File: src/rtl/vga_sync_gen_pkg.sv
// rtl/vga_sync_gen_pkg.sv - 640x480@60 timing constants and window helper shared by the raster and renderers
package vga_sync_gen_pkg;

  // Board clocks per pixel (100 MHz board clock -> 25 MHz pixel clock)
  localparam int DEF_CLK_DIV     = 4;

  // Horizontal timing in pixel clocks
  localparam int DEF_H_TOTAL     = 800;
  localparam int DEF_H_SYNC      = 96;
  localparam int DEF_H_VIS_START = 144;
  localparam int DEF_H_VIS_END   = 784;

  // Vertical timing in lines
  localparam int DEF_V_TOTAL     = 525;
  localparam int DEF_V_SYNC      = 2;
  localparam int DEF_V_VIS_START = 35;
  localparam int DEF_V_VIS_END   = 515;

  // Half-open range test [lo, hi) on unsigned 16-bit raster coordinates
  function automatic logic in_span(input logic [15:0] x,
                                   input logic [15:0] lo,
                                   input logic [15:0] hi);
    return (x >= lo) && (x < hi);
  endfunction

endpackage

File: src/rtl/vga_pix_tick.sv
// rtl/vga_pix_tick.sv - board-clock divider producing a one-clock pixel enable
module vga_pix_tick #(
  parameter int CLK_DIV = 4
) (
  input  logic clk,
  input  logic rst_n,
  output logic pix_tick
);

  localparam int DW = (CLK_DIV > 1) ? $clog2(CLK_DIV) : 1;
  localparam logic [DW-1:0] DIV_LAST = DW'(CLK_DIV - 1);

  logic [DW-1:0] div_cnt;
  logic [DW-1:0] div_nxt;

  // Next divider value: count 0..CLK_DIV-1 and wrap
  always_comb begin
    div_nxt = div_cnt + 1'b1;
    if (div_cnt == DIV_LAST) begin
      div_nxt = '0;
    end
  end

  // pix_tick is registered from the next count so it is glitch-free and low in reset;
  // with CLK_DIV = 1 the next count is always the last one, so the tick holds at 1
  always_ff @(posedge clk or negedge rst_n) begin
    if (!rst_n) begin
      div_cnt  <= '0;
      pix_tick <= 1'b0;
    end else begin
      div_cnt  <= div_nxt;
      pix_tick <= (div_nxt == DIV_LAST);
    end
  end

endmodule

File: src/rtl/vga_sync_gen.sv
// rtl/vga_sync_gen.sv - free-running VGA raster: H/V counters, syncs, video_on and frame_start
module vga_sync_gen
  import vga_sync_gen_pkg::*;
#(
  parameter int CLK_DIV     = DEF_CLK_DIV,
  parameter int H_TOTAL     = DEF_H_TOTAL,
  parameter int H_SYNC      = DEF_H_SYNC,
  parameter int H_VIS_START = DEF_H_VIS_START,
  parameter int H_VIS_END   = DEF_H_VIS_END,
  parameter int V_TOTAL     = DEF_V_TOTAL,
  parameter int V_SYNC      = DEF_V_SYNC,
  parameter int V_VIS_START = DEF_V_VIS_START,
  parameter int V_VIS_END   = DEF_V_VIS_END
) (
  input  logic        clk,
  input  logic        rst_n,
  output logic        pix_tick,
  output logic [15:0] H_Counter_Value,
  output logic [15:0] V_Counter_Value,
  output logic        Hsync,
  output logic        Vsync,
  output logic        video_on,
  output logic        frame_start
);

  localparam logic [15:0] H_LAST  = 16'(H_TOTAL - 1);
  localparam logic [15:0] V_LAST  = 16'(V_TOTAL - 1);
  localparam logic [15:0] H_SW    = 16'(H_SYNC);
  localparam logic [15:0] V_SW    = 16'(V_SYNC);
  localparam logic [15:0] H_VS    = 16'(H_VIS_START);
  localparam logic [15:0] H_VE    = 16'(H_VIS_END);
  localparam logic [15:0] V_VS    = 16'(V_VIS_START);
  localparam logic [15:0] V_VE    = 16'(V_VIS_END);

  logic [15:0] h_nxt;
  logic [15:0] v_nxt;
  logic        frame_wrap;

  vga_pix_tick #(
    .CLK_DIV (CLK_DIV)
  ) u_pix_tick (
    .clk      (clk),
    .rst_n    (rst_n),
    .pix_tick (pix_tick)
  );

  // Next raster position: step one pixel per tick, wrap line then frame
  always_comb begin
    h_nxt      = H_Counter_Value;
    v_nxt      = V_Counter_Value;
    frame_wrap = 1'b0;
    if (pix_tick) begin
      if (H_Counter_Value == H_LAST) begin
        h_nxt = '0;
        if (V_Counter_Value == V_LAST) begin
          v_nxt      = '0;
          frame_wrap = 1'b1;
        end else begin
          v_nxt = V_Counter_Value + 16'd1;
        end
      end else begin
        h_nxt = H_Counter_Value + 16'd1;
      end
    end
  end

  // Counters and decodes share one register stage so syncs never skew from the counters
  always_ff @(posedge clk or negedge rst_n) begin
    if (!rst_n) begin
      H_Counter_Value <= '0;
      V_Counter_Value <= '0;
      Hsync           <= 1'b0;
      Vsync           <= 1'b0;
      video_on        <= 1'b0;
      frame_start     <= 1'b0;
    end else begin
      H_Counter_Value <= h_nxt;
      V_Counter_Value <= v_nxt;
      Hsync           <= ~(h_nxt < H_SW);
      Vsync           <= ~(v_nxt < V_SW);
      video_on        <= in_span(h_nxt, H_VS, H_VE) && in_span(v_nxt, V_VS, V_VE);
      frame_start     <= frame_wrap;
    end
  end

endmodule

File: config.mk
export PLATFORM = sky130hd
export DESIGN_NAME = vga_sync_gen
export DESIGN_NICKNAME = d
export VERILOG_FILES = /design/src/rtl/vga_sync_gen_pkg.sv /design/src/rtl/vga_pix_tick.sv /design/src/rtl/vga_sync_gen.sv
export SDC_FILE = /design/constraint.sdc
export NUM_CORES = 1
export LEC_CHECK = 0
export CORE_MARGIN = 5
export CORE_UTILIZATION = 57
export DETAILED_ROUTE_END_ITERATION = 6
export PLACE_DENSITY = 0.82
export SYNTH_ARGS = -nofsm -noshare
export SYNTH_HDL_FRONTEND = slang
export SYNTH_SLANG_ARGS = --single-unit
File: constraint.sdc
create_clock -name clk -period 7 [get_ports clk]
set_clock_uncertainty 0.15 [all_clocks]
set_input_delay 1.4 -clock clk [delete_from_list [all_inputs] [get_ports clk]]
set_output_delay 1.4 -clock clk [all_outputs]
set_load 0.005 [all_outputs]
-- Word-level counts from Yosys, hierarchy flattened
Index checks and enable logic that the tools add are counted.
- flip-flop bits (word level): 39
- input bits: 2
- output and inout bits: 37
- word-level logic and storage cells: 35
- add/subtract/negate cells: 3
- $lt $le $gt $ge: 6
- equal/unequal tests: 4
- mux-type cells: 9
- bitwise gates (word level): 2
- reduce and logical (&&, ||, !) cells: 3
- operator list (kind ; count):
    2-to-1 mux 16 bit ; 5
    adder 16 x 1 -> 16 bit (second input constant) ; 2
    == test 16 x 10 -> 1 bit (second input constant) ; 2
    < comparator 16 x 10 -> 1 bit (second input constant) ; 2
    >= comparator 16 x 6 -> 1 bit (second input constant) ; 1
    >= comparator 16 x 8 -> 1 bit (second input constant) ; 1
    < comparator 16 x 2 -> 1 bit (second input constant) ; 1
    < comparator 16 x 7 -> 1 bit (second input constant) ; 1
    == test 2 bit (second input constant) ; 2
    logical AND 1 bit ; 3
    2-to-1 mux 1 bit ; 3
    adder 2 x 1 -> 2 bit (second input constant) ; 1
    2-to-1 mux 2 bit ; 1
    NOT 1 bit ; 2

-- Longest topological paths before layout
- depth in word-level cells: 7
- depth in mapped cells: 11
- depth with buffers taken out: 10

-- By module
Synthesis repeated with hierarchy kept, for this count alone.
- cells, all modules: 244
- area, all modules: 2438.6 sq um
- by module, submodules not included (module ; instances ; cells each ; area each (sq um) ; sequential area each (sq um)):
    vga_sync_gen ; 1 ; 236 ; 2327.2 ; 900.9
    vga_pix_tick ; 1 ; 8 ; 111.4 ; 75.1

-- Least setup slack after synthesis
OpenSTA, ideal clock, no wires.
- path kind: reg-to-reg
- start: register H_Counter_Value[6]
- end: register Vsync
- setup time: 0.131 ns
- arrival: 2.686 ns
- data required time: 6.719 ns
- path slack: 4.033 ns
- stages on the path, launching flop included: 9
- buffers on the path: 1
- period minus slack after synthesis: 2.967 ns
- path through: dfrtp_1 buf_6 or4_4 nor4_4 nand4_1 mux2_4 nor4_4 nand4_1 or3_1
- cells in the longest elaborated chain, start to end: 5
- RTL lines (item ; line ; source):
    start, declared ; vga_sync_gen.sv:18 ; output logic [15:0] H_Counter_Value,
    start signal, assigned ; vga_sync_gen.sv:77 ; H_Counter_Value <= h_nxt;
    == test 16 x 10 -> 1 bit ; vga_sync_gen.sv:53 ; if (H_Counter_Value == H_LAST) begin
    2-to-1 mux 16 bit ; vga_sync_gen.sv:53 ;
    2-to-1 mux 16 bit ; vga_sync_gen.sv:52 ; if (pix_tick) begin
    named net v_nxt[4] ; vga_sync_gen.sv:36 ; logic [15:0] v_nxt;
    < comparator 16 x 2 -> 1 bit ; vga_sync_gen.sv:80 ; Vsync <= ~(v_nxt < V_SW);
    NOT 1 bit ; vga_sync_gen.sv:80 ;
    end signal, assigned ; vga_sync_gen.sv:80 ;
    end, declared ; vga_sync_gen.sv:21 ; output logic Vsync,
The timed path passes the listed nets, and every way through them passes these cells.

-- Final worst setup path
- start: register H_Counter_Value[10]
- end: register video_on
- cells in the longest elaborated chain, start to end: 6
- elaborated cells between the ends (all ways): 13
- classes of those cells: add/sub: 1; order compare: 4; eq/ne: 1; mux: 4; reduce/logical: 3
- RTL lines (item ; line ; source):
    == test 16 x 10 -> 1 bit (*) ; vga_sync_gen.sv:53 ;
    2-to-1 mux 16 bit (*) ; vga_sync_gen.sv:53 ;
    2-to-1 mux 16 bit (*) ; vga_sync_gen.sv:52 ;
    named net v_nxt[10] ; vga_sync_gen.sv:36 ;
    >= comparator 16 x 6 -> 1 bit or < comparator 16 x 10 -> 1 bit (tied branches) ; vga_sync_gen_pkg.sv:23 ; return (x >= lo) && (x < hi);
    logical AND 1 bit (*) ; vga_sync_gen_pkg.sv:23 ;
    logical AND 1 bit (*) ; vga_sync_gen.sv:81 ; video_on <= in_span(h_nxt, H_VS, H_VE) && in_span(v_nxt, V_VS, V_VE);
    end signal, assigned ; vga_sync_gen.sv:81 ;
    end, declared ; vga_sync_gen.sv:22 ; output logic video_on,
The timed path passes the listed nets; every way through them passes the cells marked *.

==> flow_metrics.py <==
metrics = {
    "run_status": {
        "status": "completed",
    },
    "routing": {
        "vias_per_cell": 6.20,
        "drc": 0,
        "wl_per_cell_um": 17.6,
        "via_count": 2009,
        "ant_nets": 0,
        "drt_first_pass_iters": 5,
        "postRouteWirelength_mm": 5.72,
        "initialDrtViolationCount": 203,
    },
    "grt": {
        "antenna_found_initial": 0,
        "grt_use_total": 0.225,
        "grt_pass1_vias": 1930,
        "grt_overflow": 0,
        "grt_max_degree": 40,
        "grt_pass1_wl_mm": 9.32,
    },
    "timing": {
        "finalMaxSlewViolations": 0,
        "max_slew_margin": 0.415,
        "setup_tns_ns": 0,
        "fin_crit_ns": 3.49,
        "tightest_slew_ns": 0.871,
        "fin_ws_ns": 3.51,
        "setup_viol": 0,
        "period_share": 0.499,
        "rsz0062_at_grt": "no",
        "max_freq_mhz": 286,
        "finalHoldViolations": 0,
    },
    "finish": {
        "antenna_cells": 0,
        "fillers": 353,
        "syn2layout_area_growth_pct": 19.3,
        "nNetsFinal": 280,
        "drive_above_1_share": 0.0766,
    },
    "clock_network": {
        "cts-hold-fix-buffers": 0,
        "ctsHtreeMaxLevel": 2,
        "cts.sinks": 39,
        "post_cts_resized": 0,
        "cts_root_buf": "clkbuf_8",
        "clock_path_buffers": 2,
        "clk_latency_ns": 0.30,
        "cts-buffers-inserted": 5,
        "path_clk_slew_ns": 0.08,
        "post-cts-setup-buffers": 0,
        "cts_tree": "built",
    },
    "critical_path": {
        "r2r-end": "video_on",
        "crit_path_max_incr_delay_ns": 0.80,
        "cp.required_ns": 7.05,
        "startpoint": "H_Counter_Value[10]",
        "rrSetupSlack_ns": 3.51,
        "r2r_start": "H_Counter_Value[10]",
        "worst_ep_arrival_time_ns": 3.54,
        "path_cells": "or4_4, nor4_4, o21ai_0, o31ai_1, or4_1, a31oi_1, a311oi_1",
        "worst_r2r_path_depth": 7,
        "crit_slowest_cell": "nor4_4",
        "cp-start-kind": "register",
        "end_kind": "register",
        "crit_fanout": 17,
        "criticalPathCategory": "reg -> reg",
    },
    "floorplan": {
        "die-area_mm2": 0.00544,
        "rows": 23,
        "ioPinCount": 39,
        "die_x_um": 73.7,
        "fp.dieH_um": 73.7,
        "coreArea_mm2": 0.00397,
        "start_util": 0.583,
    },
    "power_and_ir_drop": {
        "fin_total_pwr_w": 0.000380,
        "power_density_mw_per_mm2": 138,
        "peakVddDrop_v": 0.0000803,
        "leakage_nw": 1.17,
    },
    "hold_path": {
        "worst_hold_path_type": "reg -> reg",
        "worstHoldStart": "u_pix_tick.div_cnt[0]",
        "whs_path_depth": 1,
        "min_to": "u_pix_tick.div_cnt[0]",
    },
    "place": {
        "pre_cts_ws_ns": 3.56,
        "routabilityCongestion": 0.928,
        "hpwl_mm": 4.13,
        "io_buffers": 38,
    },
    "yosys": {
        "yosysWarnings": 0,
        "yosysTopAreaCell": "dfrtp_1",
        "synth_top_area_frac": 0.422,
        "netlist_area_mm2": 0.00231,
        "syn_avg_cell_area_um2": 9.60,
        "synthCells": 241,
        "ys_ff_latch": 39,
        "async_flop_share": 1.00,
        "synth-edff-count": 0,
        "ys_seq_area_frac": 0.422,
        "synth.most_common_cell": "dfrtp_1",
        "synth_nets": 248,
        "synth_ff_type": "dfrtp_1",
        "yosys-top-cells-count": "dfrtp_1, nand4_1, xnor2_1",
        "synthDistinctLibCells": 50,
        "synth_area_leaders": "dfrtp_1, xnor2_1, nand4_1",
    },
    "flow_run": {
        "cap_viol_max_count": 0,
    },
}
area by class of cell:
| class | instances | area (um2) | share of cell area |
|---|---|---|---|
| Inverter | 11 | 41.3 | 0.0150 |
| Tap cell | 50 | 62.6 | 0.0227 |
| Clock inverter | 3 | 15.0 | 0.00544 |
| Timing Repair Buffer | 38 | 375 | 0.136 |
| Sequential cell | 39 | 976 | 0.353 |
| Clock buffer | 5 | 68.8 | 0.0249 |
| Multi-Input combinational cell | 178 | 1220 | 0.443 |
where the power goes:
group,internal (W),leakage [nW],switching (W)
clock network,0.0000683,0.0477,0.0000826
registers,0.000225,0.531,0
logic,0.000000202,0.592,0.00000409
worst max-delay path by stage:
stage	to	slack, ns
4_1_cts	Vsync	3.54
2_1_floorplan	Vsync	4.03
5_1_grt	video_on	3.36
3_5_place_dp	Vsync	3.56
6_report	video_on	3.51
3_3_place_gp	Vsync	3.62
sequential cells by signal, indices dropped and copies added, names as in the netlist:
signal,cells
Hsync,1
u_pix_tick.pix_tick,1
V_Counter_Value,16
u_pix_tick.div_cnt,2
Vsync,1
H_Counter_Value,16
video_on,1
frame_start,1
routing by layer:
layer,up-vias,track usage,routed length (um)
li1,959,-,-
met1,947,0.292,2370
met2,86,0.349,2770
met3,17,0.0451,382
met4,0,0.121,193
met5,-,0,0
stage by stage:
stage	instances	util	instance area, um2	hold slack, ns
2_1_floorplan	241	-	2310	0.272
3_3_place_gp	316	0.674	2680	0.286
3_5_place_dp	316	0.674	2680	0.295
4_1_cts	324	0.695	2760	0.306
5_1_grt	324	0.695	2760	0.338
6_report	324	0.695	2760	0.304
cells in the final DEF, fill, tap and decap left out, types with 3 or more instances in the layout:
cell type         n
o31ai_1           3
nor2_1           14
inv_1            10
or4_1             4
nor3_1            9
clkbuf_8          5
clkdlybuf4s50_1  37
nand3b_1          3
and3_1            6
nor4_1            5
nand4_1          18
and4_1            4
clkinv_2          3
ha_1              5
xor2_1            4
or3_1             4
o21ai_0          10
nor4b_1           5
dfrtp_1          39
xnor2_1          17
nand3_1          14
a21oi_1           5
nand2_1          14
and2_1            3
cell families (layout without fill, tap and decap cells):
| group | after synthesis | in the layout | synth area share |
|---|---|---|---|
| xor+xnor | 21 | 21 | 0.0795 |
| simple gates | 116 | 116 | 0.308 |
| fa+ha+maj | 5 | 5 | 0.0270 |
| mux | 4 | 4 | 0.0205 |
| flops | 39 | 39 | 0.422 |
| compound gates | 32 | 32 | 0.0935 |
| buf+inv | 24 | 57 | 0.0503 |
worst max-delay path, delay by kind of cell, from the launching register on:
kind / cells / cell delay, ns
and+or+nand+nor: 3 / 1.56
DFF: 1 / 0.49
AOI/OAI and AO/OA: 4 / 1.18
Note: power is estimated with default switching activity, not from simulation.
